### src/rtl/csa_accumulator.sv
// Carry-save accumulator: sums a stream of operands into a redundant s/c pair, then
// resolves the pair with a chunked multi-cycle carry-propagate adder and hands off the total.
module csa_accumulator #(
    parameter int WIDTH   = 4,
    parameter int ACC_W   = 12,
    parameter int CHUNK   = 4,
    parameter int COUNT_W = 8
) (
    input  logic               clk,
    input  logic               rst,
    input  logic               in_valid,
    output logic               in_ready,
    input  logic [WIDTH-1:0]   in_data,
    input  logic               in_last,
    output logic               out_valid,
    input  logic               out_ready,
    output logic [ACC_W-1:0]   out_sum,
    output logic [COUNT_W-1:0] out_count
);

    localparam int NCHUNK = ACC_W / CHUNK;
    localparam int IDX_W  = (NCHUNK > 1) ? $clog2(NCHUNK) : 1;

    typedef enum logic [1:0] {
        ACCUM,
        RESOLVE,
        OUTPUT
    } state_t;

    state_t state, state_nxt;

    logic [ACC_W-1:0]   s, c, d, s_nxt, c_nxt, res, res_nxt;
    logic [COUNT_W-1:0] count;
    logic [IDX_W-1:0]   idx;
    logic               cin;
    logic [CHUNK:0]     csum;
    logic               accept, last_chunk, out_fire;

    always_comb begin
        d     = ACC_W'(in_data);
        s_nxt = s ^ c ^ d;
        // Majority carries shift up one place; the carry out of the MSB is dropped.
        c_nxt = ((s & c) | (s & d) | (c & d)) << 1;
        csum  = {1'b0, s[idx*CHUNK +: CHUNK]} + {1'b0, c[idx*CHUNK +: CHUNK]}
              + (CHUNK + 1)'(cin);
        res_nxt = res;
        res_nxt[idx*CHUNK +: CHUNK] = csum[CHUNK-1:0];
        last_chunk = (idx == IDX_W'(NCHUNK - 1));
    end

    always_comb begin
        state_nxt = state;
        in_ready  = 1'b0;
        out_valid = 1'b0;
        case (state)
            ACCUM: begin
                in_ready = 1'b1;
                if (in_valid && in_last) state_nxt = RESOLVE;
            end
            RESOLVE: begin
                if (last_chunk) state_nxt = OUTPUT;
            end
            OUTPUT: begin
                out_valid = 1'b1;
                if (out_ready) state_nxt = ACCUM;
            end
            default: state_nxt = ACCUM;
        endcase
        accept   = in_valid && in_ready;
        out_fire = out_valid && out_ready;
    end

    always_ff @(posedge clk) begin
        if (rst) state <= ACCUM;
        else     state <= state_nxt;
    end

    always_ff @(posedge clk) begin
        if (rst) begin
            s         <= '0;
            c         <= '0;
            count     <= '0;
            res       <= '0;
            idx       <= '0;
            cin       <= 1'b0;
            out_sum   <= '0;
            out_count <= '0;
        end else begin
            case (state)
                ACCUM: begin
                    if (accept) begin
                        s <= s_nxt;
                        c <= c_nxt;
                        if (count != '1) count <= count + 1'b1;
                        if (in_last) begin
                            idx <= '0;
                            cin <= 1'b0;
                        end
                    end
                end
                RESOLVE: begin
                    res <= res_nxt;
                    cin <= csum[CHUNK];
                    idx <= idx + 1'b1;
                    // The top chunk is merged straight into the result so it is ready on entry to OUTPUT.
                    if (last_chunk) begin
                        out_sum   <= res_nxt;
                        out_count <= count;
                    end
                end
                OUTPUT: begin
                    if (out_fire) begin
                        s     <= '0;
                        c     <= '0;
                        count <= '0;
                    end
                end
                default: ;
            endcase
        end
    end

endmodule

### config.mk
export PLATFORM = sky130hd
export DESIGN_NAME = csa_accumulator
export DESIGN_NICKNAME = d
export VERILOG_FILES = /design/src/rtl/csa_accumulator.sv
export SDC_FILE = /design/constraint.sdc
export NUM_CORES = 1
export LEC_CHECK = 0
export CAP_MARGIN = 20
export CORE_MARGIN = 1.5
export CORE_UTILIZATION = 51
export DETAILED_ROUTE_END_ITERATION = 10
export PLACE_DENSITY = 0.86
export SETUP_SLACK_MARGIN = 0.3
export SYNTH_ARGS = -nofsm -noshare
export SYNTH_HDL_FRONTEND = slang
export SYNTH_SLANG_ARGS = --single-unit
### constraint.sdc
create_clock -name clk -period 2.7 [get_ports clk]
set_input_delay 0.27 -clock clk [delete_from_list [all_inputs] [get_ports clk]]
set_output_delay 0.27 -clock clk [all_outputs]
set_load 0.03 [all_outputs]
Yosys cells after proc, flatten, opt, wreduce, memory -nomap -nowiden
Index checks and enable logic that the tools add are counted.
{"block": "word_totals", "ramBits": 0, "wordCells": 69, "memories": 0, "input_bits": 9, "rom_bits": 0, "latch_bits": 0, "output_inout_bits": 22, "ff_bits": 69}
{"block": "classes", "n_bitwise": 7, "n_reduce_logical": 11, "n_mul": 0, "n_div": 0, "mux": 22, "shifts": 4, "n_addsub": 5, "n_lt_le_gt_ge": 0, "eq_ne": 11}
{"op": "$pmux W12 S2", "n": 2}
{"op": "$mux W12", "n": 3}
{"op": "$neg A4 Y34", "n": 1}
{"op": "$shift A4 B34 Y12 const A", "n": 1}
{"op": "$shiftx A4 B34 Y12", "n": 1}
{"op": "$mux W8", "n": 3}
{"op": "$shiftx A12 B5 Y4", "n": 2}
{"op": "$and A11 B4 Y11", "n": 2}
{"op": "$or A11 B11 Y11", "n": 2}
{"op": "$pmux W8 S2", "n": 1}
{"op": "$ne A2 B2 Y1 const B", "n": 7}
{"op": "$bwmux W12", "n": 1}
{"op": "$xor A12 B12 Y12", "n": 1}
{"op": "$xor A12 B4 Y12", "n": 1}
{"op": "$and A11 B11 Y11", "n": 1}
{"op": "$mux W2", "n": 5}
{"op": "$reduce_and A3 Y1", "n": 3}
{"op": "$add A8 B1 Y8 const B", "n": 1}
{"op": "$ne A8 B8 Y1 const B", "n": 1}
{"op": "$pmux W2 S3", "n": 1}
{"op": "$add A4 B4 Y5", "n": 1}
{"op": "$add A5 B1 Y5", "n": 1}
{"op": "$eq A2 B2 Y1 const B", "n": 2}
{"op": "$mux W1", "n": 4}
{"op": "other kinds (9)", "n": 12}

Longest topological paths before layout
Gate-level depths: netlist of run 1.
{"block": "depth", "word_depth": 5, "ltp_mapped": 11, "mapped_depth_nobuf": 10}

Worst setup path before layout of run 1
Ideal clock, no wire load.
{"block": "synth_timing", "path_type": "register -> register", "from": "reg idx[0]", "to": "reg out_sum[2]", "t_arrival_ns": 2.560, "period_less_slack_ns": 2.692, "required_time_ns": 2.568, "slack_ns": 0.008, "setup_ns": 0.132, "path_buffers": 2, "stages_incl_launch_ff": 11, "path_cell_list": "dfxtp_1 clkbuf_1 clkbuf_1 inv_1 a31oi_1 fa_1 inv_1 fa_1 xor2_1 a221oi_1 nor3_1"}
{"block": "synth_between", "elab_chain_len": 5, "word_cells_on_any_way": 10, "classes_between": "add/sub: 3; eq/ne: 1; shift: 4; mux: 1; reduce/logical: 1"}
{"element": "start, declared", "line": "34", "source": "logic [IDX_W-1:0] idx;"}
{"element": "start signal, assigned", "line": "104", "source": "idx <= idx + 1'b1;"}
{"element": "$shiftx A12 B5 Y4", "line": "44", "source": "csum = {1'b0, s[idx*CHUNK +: CHUNK]} + {1'b0, c[idx*CHUNK +: CHUNK]}"}
{"element": "$add A4 B4 Y5", "line": "44"}
{"element": "$add A5 B1 Y5", "line": "45", "source": "+ (CHUNK + 1)'(cin);"}
{"element": "$shiftx A4 B34 Y12", "line": "47", "source": "res_nxt[idx*CHUNK +: CHUNK] = csum[CHUNK-1:0];"}
{"element": "$bwmux W12", "line": "47"}
{"element": "end signal, assigned", "line": "107", "source": "out_sum <= res_nxt;"}
{"element": "end, declared", "line": "17", "source": "output logic [ACC_W-1:0] out_sum,"}
Parallel ways exist; a longest one is shown, timed or not.
A chain may end at the register's enable or synchronous reset.

Worst setup path after layout of run 1
Ends and elaborated chain as after synthesis.

==> impl_metrics.toml, run 1 <==
[outcome]
status = "complete, no violations"

[cts]
clockBufferDepth = 2
h-tree-depth = 3
clk_latency_ps = 350
clockRootBuffer = "clkbuf_8"
cts_tree = "done"
clkSlewWorstSetupHoldPaths_ps = 80
numCtsBuffers = 9
clock-sinks = 68

[sta]
clock_skew_ps = 9.82
slew_viol_final = 0
setup_viol = 0
fmax_mhz = 434
fin_hold_ws_ps = 456
slew_headroom_pct = 50.7
finalSetupTns_ps = 0
tightest_slew_ps = 739
rsz0062_at_grt = "no"
fin_ws_ps = 396
finalHoldViolCount = 0
final.min_clock_period_ps = 2300
fin_crit_sh_pct = 85.3

[power]
p_switching_mw = 0.536
p_leak_nw = 1.49
internal-power_mw = 1.83
power_density_nw_per_um2 = 616
peakVddDrop_uv = 512
switching_share_pct = 22.6
p_comb_share_pct = 8.5
p_seq_share_pct = 43.7
total_power_mw = 2.37
p_clk_share_pct = 47.8

[placement]
routabilityCongestion = 0.908
placed_cells = 444
postPlaceCellArea_sq_um = 3530
port_buffers = 30
post-place-ws_ps = 223
detailed_place_hpwl_microns = 4860

[yosys]
yosys-top-cells-area = "dfxtp_1, ha_1, a22oi_1, nor2_1, nand2_1"
syn-cell-area_sq_um = 3170
yosysWarningCount = 0
avgSynthCellArea_sq_um = 8.96
synthAdderAreaFrac_pct = 9.86
post_synth_and_or_nand_nor_area_fraction_pct = 18.4
synth-main-ff-cell = "dfxtp_1"
synth_seq_cells = 68
ys_seq_area_share_pct = 42.9
syn_inst = 354
synth_commonest_cells = "dfxtp_1, nor2_1, nand2_1"
syn_nets = 385
synth.distinct_cells = 43
synth_compound_area_share_pct = 20.4
synth_top_cell_by_area = "dfxtp_1"
yosys.area.top_type_share_pct = 42.9
synth_top_family_by_area = "compound AO/OA/AOI/OAI gates"
synthMuxAreaShare_pct = 3.16
synth_xor_area_share_pct = 0.828
synth_edf_count = 0
synth.most_common_cell = "dfxtp_1"
async_reset_ff_share_pct = 0

[detailed_routing]
avgViaCountPerCell = 5.95
first_iter_violations = 149
vias = 2750
first_pass_iters = 5
drc = 0
ant_nets = 0
wl_microns = 7290
routedWlPerCell_microns = 15.8

[die]
initial_utilization_pct = 53.3
die_h_microns = 81.9
core_sq_um = 5960
row_count = 28
die-width_microns = 81.9
die_area_sq_um = 6700
ios = 31

[global_routing]
met2_usage_pct = 39.2
top_usage_layer = "met2"
grt_max_degree = 43
gr-usage-met1_pct = 30.4
overflow = 0
track_usage_pct = 24.1
use_met3_pct = 6.78
grt_pass1_wl_microns = 12300
grt_pass1_vias = 2593
antenna_found_initial = 0

[critical_path]
cp-end-kind = "flip-flop"
start_kind = "flip-flop"
crit_arrival_ps = 2510
crit_type = "reg -> reg"
path_max_fanout = 9
required_ps = 2910

[min_path]
hp-class = "reg -> reg"

[layout]
drive_gt1_share_pct = 8.79
final_area_sq_um = 3840
fin_cells = 462
fin_nets = 413
syn2layout_area_growth_pct = 21.1
diodes = 0
final_util_pct = 64.5

[job]
max_cap_viol_count = 0
==> registers in the layout (all words and copies together) (netlist names) <==
name / count
state: 2
cin: 1
idx: 2
count: 8
out_count: 8
res: 12
c: 11
s: 12
out_sum: 12
==> what timing repair did <==
action                                  4_1_cts  5_1_grt
endpoints found under the setup margin        8        9
gates resized for setup                       2        5
hold buffers                                  0        0
setup buffers                                 0        1
==> cells in the final DEF, fill, tap and decap left out, types with 2 or more instances in the layout <==
master           instances
nor2b_1                  2
inv_1                    9
nor4bb_1                 2
ha_1                    17
buf_4                   11
nand2_1                 35
o21ai_0                  6
a22oi_1                 24
and3_1                   5
mux2i_1                 10
dfxtp_1                 67
nor3_1                  10
clkdlybuf4s50_1         29
o31ai_1                  3
a211oi_1                 9
a32oi_1                  6
nor2_1                  46
fa_1                     4
xnor2_1                  2
nor3b_1                  2
nand3_1                  2
o22ai_1                  4
bufinv_16                4
nand2b_1                 3
a2bb2oi_1                3
clkbuf_1                 2
nand4_1                  3
a31oi_1                  2
clkbuf_8                10
a221oi_1                 7
a21oi_1                 20
a21o_1                   2
nand3b_1                 4
o21bai_1                 3
and4b_1                  2
==> worst paths after layout <==
check                                    end  slack, ps          from  depth (start not counted)
worst max-delay path              out_sum[2]        400        idx[0]                          9
worst min-delay path            out_count[3]        460  out_count[3]                          2
worst max register to register    out_sum[2]        400        idx[0]                          9
worst min register to register  out_count[3]        460  out_count[3]                          2
==> metal layers <==
layer / vias up / wire, microns
met1: 1312 / 3220
met3: 15 / 432
met4: 0 / 122
met5: - / 0
li1: 1338 / -
met2: 85 / 3520
==> power groups by stage <==
| stage | clock network [mW] | logic [mW] | registers [mW] |
|---|---|---|---|
| 6_report | 1.13 | 0.201 | 1.03 |
| 5_1_grt | 1.19 | 0.222 | 1.04 |
| 3_3_place_gp | 0 | 0.182 | 1.06 |
| 3_5_place_dp | 0 | 0.190 | 1.06 |
| 2_1_floorplan | 0 | 0.137 | 1.05 |
| 4_1_cts | 1.15 | 0.192 | 1.04 |
==> critical path, cell delays in order (launching register included) <==
cell and delay [ps]:
dfxtp_4 400, mux2i_1 200, nor2_1 70, a31oi_2 180
fa_2 230, inv_1 50, fa_1 420, xor2_2 240
a221oi_1 290, nor3_1 70
==> final cells by class <==
| type | instances | area [sq um] |
|---|---|---|
| inverter | 9 | 33.8 |
| multi-input combinational | 252 | 1700 |
| clock buffer | 12 | 145 |
| clock inverter | 4 | 120 |
| timing repair buffer | 42 | 389 |
| sequential | 68 | 1370 |
| fill | 496 | 2110 |
| tap | 75 | 93.8 |
==> cell families (layout without fill, tap and decap cells) <==
family / Yosys count / count (layout)
buffers and inverters: 34 / 67
xor gates and xnor gates: 3 / 3
AOI/OAI and AO/OA: 93 / 93
and+or+nand+nor: 124 / 124
muxes: 10 / 10
adders and majority gates: 22 / 22
DFF: 68 / 68
(Power assumes the default switching activity.)
==> run 2: changes to the inputs <==
--- a/config.mk
+++ b/config.mk
@@ -6,11 +6,11 @@
 export NUM_CORES = 1
 export LEC_CHECK = 0
 export CAP_MARGIN = 20
-export CORE_MARGIN = 1.5
+export CORE_MARGIN = 2
 export CORE_UTILIZATION = 51
 export DETAILED_ROUTE_END_ITERATION = 10
 export PLACE_DENSITY = 0.86
-export SETUP_SLACK_MARGIN = 0.3
+export SETUP_SLACK_MARGIN = 0.5
 export SYNTH_ARGS = -nofsm -noshare
 export SYNTH_HDL_FRONTEND = slang
 export SYNTH_SLANG_ARGS = --single-unit
==> impl_metrics.toml, run 2 (synthesized netlist as in run 1, its figures left out) <==
[outcome]
status = "complete, no violations"

[min_path]
min_path_cells = 2
hp-class = "reg -> reg"
hold-path-endpoint = "out_count[1]"
min_from = "out_count[1]"

[sta]
tightest_slew_ps = 710
clock_skew_ps = 6.93
finalSetupTns_ps = 0
slew_headroom_pct = 52.7
setup_viol = 0
rsz0062_at_grt = "yes"
fin_ws_ps = 539
finalHoldViolCount = 0
fmax_mhz = 463
fin_crit_sh_pct = 80.0
final.min_clock_period_ps = 2160
slew_viol_final = 0

[detailed_routing]
ant_nets = 0
first_iter_violations = 145
routedWlPerCell_microns = 15.8
avgViaCountPerCell = 5.93
drc = 0
vias = 2745
first_pass_iters = 6
wl_microns = 7290

[critical_path]
required_ps = 2940
cp-startpoint = "idx[0]"
crit_arrival_ps = 2400
worstReg2RegStart = "idx[0]"
cp-end-kind = "flip-flop"
path_max_fanout = 6
r2r_cells = 9
crit_type = "reg -> reg"
reg2reg_slack_ps = 540
reg2reg_to = "out_sum[10]"
start_kind = "flip-flop"

[power]
p_leak_nw = 1.50
total_power_mw = 2.10
power_density_nw_per_um2 = 542
peakVddDrop_uv = 489

[layout]
diodes = 0
final_common_cell = "dfxtp_1"
fin_nets = 414
fillers = 471
final_cell_mix = "dfxtp_1, nor2_1, nand2_1"
drive_gt1_share_pct = 12.9
syn2layout_area_growth_pct = 21.9
top_regs = "out_sum: 12 flops, res: 12 flops, s: 12 flops"

[cts]
hold_buffers = 0
clock-sinks = 68
clk_latency_ps = 350
numCtsBuffers = 9
postCtsSetupBuffers = 0
h-tree-depth = 3
clkSlewWorstSetupHoldPaths_ps = 70
clockRootBuffer = "clkbuf_8"
cts_tree = "done"
clockBufferDepth = 2

[die]
die-width_microns = 82.9
row_count = 28
core_sq_um = 5960
die_h_microns = 82.9
die_area_sq_um = 6870
ios = 31
initial_utilization_pct = 53.3

[job]
max_cap_viol_count = 0

[placement]
port_buffers = 30
post-place-ws_ps = 424
routabilityCongestion = 0.825
detailed_place_hpwl_microns = 4950

[global_routing]
grt_pass1_wl_microns = 12200
grt_max_degree = 41
overflow = 0
grt_pass1_vias = 2644
track_usage_pct = 21.5
antenna_found_initial = 0
==> run 2: repair_timing <==
action,in CTS,in global routing
cloned,0,0
endpoints found under the hold margin,0,0
pin swaps,1,0
endpoints found under the setup margin,5,18
gates resized for setup,5,14
==> run 2: critical path, stage by stage (launching register included) <==
cell      delay (ps)
dfxtp_4          370
mux2i_2          250
nor2_2            70
a31oi_4          160
fa_2             230
inv_2             40
fa_2             380
xor2_4           230
a221oi_2         250
nor3_1            80
==> run 2: how the worst max path moves through the flow <==
stage	end	slack, ps	depth (start not counted)
after floorplan	out_sum[2]	500	10
after global placement	out_sum[10]	500	9
after detailed placement	out_sum[6]	420	9
after CTS	out_sum[10]	490	9
after global routing	out_sum[10]	460	9
final	out_sum[10]	540	9
==> run 2: routing by layer <==
metal,track usage [%],wire [microns],share of wire (%)
met5,0,0,0
met1,24.9,3100,43
met2,36.4,3600,49
met3,6.46,403,5.5
met4,9.99,189,2.6
==> run 2: report_power, final <==
| group | switching, mW | total [mW] | internal [mW] |
|---|---|---|---|
| Clock | 0.395 | 0.845 | 0.449 |
| Sequential | 0.0170 | 1.03 | 1.02 |
| Combinational | 0.131 | 0.218 | 0.0867 |
==> run 2: metrics by stage <==
stage               std cells  hold slack (ps)  utilization (%)  instance area [sq um]
floorplan                 354              436                -                   3220
global placement          446              443             60.0                   3570
detailed placement        446              450             60.0                   3570
CTS                       462              441             63.9                   3810
global route              463              483             64.9                   3860
finish                    463              457             64.9                   3860
==> run 2: layout make-up <==
class / count / area, sq um / share of cell area, %
multi-input combinational: 252 / 1770 / 45.7
inverter: 9 / 36.3 / 0.939
tap: 75 / 93.8 / 2.43
sequential: 68 / 1370 / 35.3
clock inverter: 6 / 63.8 / 1.65
timing repair buffer: 43 / 403 / 10.4
clock buffer: 10 / 138 / 3.56
==> edit, RTL diff (config.mk and constraints of run 2) <==
Put one more register stage on the output `out_count`, with the module's reset. The value now appears one clock later. The other outputs are not delayed to match.
--- a/src/rtl/csa_accumulator.sv
+++ b/src/rtl/csa_accumulator.sv
@@ -26,6 +26,8 @@
         RESOLVE,
         OUTPUT
     } state_t;
+
+    logic [COUNT_W-1:0] out_count_s0;
 
     state_t state, state_nxt;
 
@@ -84,7 +86,7 @@
             idx       <= '0;
             cin       <= 1'b0;
             out_sum   <= '0;
-            out_count <= '0;
+            out_count_s0 <= '0;
         end else begin
             case (state)
                 ACCUM: begin
@@ -105,7 +107,7 @@
                     // The top chunk is merged straight into the result so it is ready on entry to OUTPUT.
                     if (last_chunk) begin
                         out_sum   <= res_nxt;
-                        out_count <= count;
+                        out_count_s0 <= count;
                     end
                 end
                 OUTPUT: begin
@@ -120,5 +122,13 @@
         end
     end
 
+    always_ff @(posedge clk) begin
+        if (rst) begin
+            out_count <= '0;
+        end else begin
+            out_count <= out_count_s0;
+        end
+    end
+
 endmodule
 
Formal check against the unedited RTL: not equivalent (a bounded check fails within 10 cycles, from zero or initial values and one cycle with rst high).
==> edit against run 2 <==
Global-route usage shrank 0.62 points. Worst hold slack worse by 0.027 ns. Critical path depth stayed put. Non-clock buffer count increased by 2. Worst setup slack worse by 0.15 ns. Wire length hardly changed. Sequential share of layout area up 1.6 points. Combinational power increased by 17%. Sequential power increased by 14%. Power increased by 3.3%. Area after synthesis rose by 6.7%. Design area is 7.0% higher. Sequential cell count rose by 8.
==> edit: results (changes against run 2) <==
* Total CTS buffers at 9 (unchanged)
* Largest net degree at the start of global routing at 38 (-7.3%)
* Sequential share of power at 0.541 (+0.048)
* Top Registers: out_sum: 12 flops, res: 12 flops, s: 12 flops
* Final setup fails at 0 (unchanged)
* Outcome: complete, no violations
* Root buffer cell: clkbuf_8
* Worst Skew at 0.00703 ns (+0.0000917 ns)
* Synth warnings at 0 (unchanged)
* TritonRoute pass-1 iters at 4 (-2)
* Maximum clock insertion buffer count at 2 (unchanged)
* P_int at 1.58 mW (+1.7%)
* Finished Layout Cells at 482 (+4.1%)
* H-tree Lvls at 3 (unchanged)
* FILL cells at 505 (+7.2%)
* Async set-reset flop share out of synthesis at 0 (unchanged)
* Top post-synthesis cells by count: 76 x dfxtp_1, 56 x nor2_1, 32 x a211oi_1, 29 x a22oi_1, 28 x nand2_1
* CP max stage delay at 0.38 ns (about the same)
* First-pass GRT wire length at 12.2 mm (+0.80%)
* CP max FO at 6 (unchanged)
* Layout cells sized above 1 at 0.158 (+0.0292)
* Met1 Use GR at 0.245 (-0.00380)
* Routability congestion estimate at 0.965 (+17%)
* Routed wire length at 7.29 mm (about the same)
* Maximum vdd ir drop at 0.327 mV (-33%)
* Detailed placement HPWL at 4.75 mm (-3.9%)
* Met3 usage at 0.0593 (-0.00527)
* Reg clk slew, reported paths at 0.08 ns
* Top cells by area, synth: dfxtp_1 45%, a211oi_1 7.1%, a22oi_1 6.4%, ha_1 6.3%, nor2_1 6.2%
* Clock share of power at 0.341 (-0.062)
* Met2 GRT Util at 0.356 (-0.00855)
* Tot GR Track Use at 0.209 (-0.00617)
* Vias/cell at 5.81 (-1.9%)
* IO buf count at 30 (unchanged)
* Sequential area share after synthesis at 0.450 (+0.0203)
* Post-synthesis cell type count at 44 (+2.3%)
* Initial antenna violation count at 0 (unchanged)
* Mapped Cells at 370 (+4.5%)
* Commonest register cell after synthesis: dfxtp_1
* Dpl ws at 0.0780 ns (-0.346 ns)
* P_leak at 1.47 nW (-2.4%)
* Ant diodes at 0 (unchanged)
* Slew headroom at 0.472 (-0.0550)
* Vias in the first global route at 2,718 (+2.8%)
* Clk Latency, worst-skew pair at 0.35 ns (about the same)
* Hold Crit Class: input pin to flop
* R2R depth at 9 (unchanged)
* Placed cell areas at 3710 um^2 (+3.9%)
* Worst Hold Depth at 2 (unchanged)
* Tot Pwr at 2.16 mW (+3.3%)
* Nets@finish at 432 (+4.3%)
* Critical Path Slowest Stage Cell: dfxtp_4
* GRT overflow at 0 (unchanged)
* Placed Cells at 458 (+2.7%)
* Family with the most delay on the worst path: compound AO/OA/AOI/OAI gates
* DRT iter0 DRCs at 160 (+10%)
* Syn nets at 401 (+4.2%)
edit: cell types whose count changed after synthesis, sizes merged, moves of 5 or more:
cell           run 2  this run
a211oi             9        32
a21oi             20        26
a221oi             8         0
a22oi             24        29
a32oi              6         0
dfxtp             68        76
nand2             35        28
nor2              47        56
nor2b              2        10
nor3              10         1
edit: layer usage:
| metal | wire (um) | share of wire | vias to the layer above |
|---|---|---|---|
| met3 | 314 | 0.043 | 8 |
| met5 | 0 | 0 | - |
| li1 | - | - | 1393 |
| met2 | 3790 | 0.52 | 61 |
| met1 | 3100 | 0.43 | 1340 |
| met4 | 81 | 0.011 | 0 |
edit: what timing repair did:
action	in CTS	in global routing
pin swaps	12	16
setup endpoints to repair	22	20
resized for setup	24	21
setup buffers	7	2
edit: cells by family after synthesis:
group                      after synthesis  synth area share
muxes                                    8            0.0237
and+or+nand+nor                        126             0.184
buffers and inverters                   33            0.0410
xor gates and xnor gates                 2           0.00518
DFF                                     76             0.450
adders and majority gates               22            0.0924
AOI/OAI and AO/OA                      103             0.204
edit: final cells by class:
class / count / area [um^2] / area share
Clock buffer: 9 / 124 / 0.0300
Clock inverter: 6 / 41.3 / 0.00998
Inverter: 8 / 30.0 / 0.00726
Multi-Input combinational cell: 261 / 1900 / 0.460
Sequential cell: 76 / 1530 / 0.369
Tap cell: 77 / 96.3 / 0.0233
Timing Repair Buffer: 45 / 418 / 0.101
edit: worst paths after layout:
kind | startpoint | end | slack (ns)
max | idx[0] | out_sum[7] | 0.39
min | rst | out_count[4] | 0.43
max reg2reg | idx[0] | out_sum[7] | 0.39
min reg2reg | out_count_s0[3] | out_count_s0[3] | 0.45
edit: metrics by stage:
stage	util	hold WS (ns)
floorplan	-	0.432
global route	0.648	0.450
global placement	0.581	0.437
CTS	0.629	0.413
finish	0.648	0.430
detailed placement	0.581	0.445
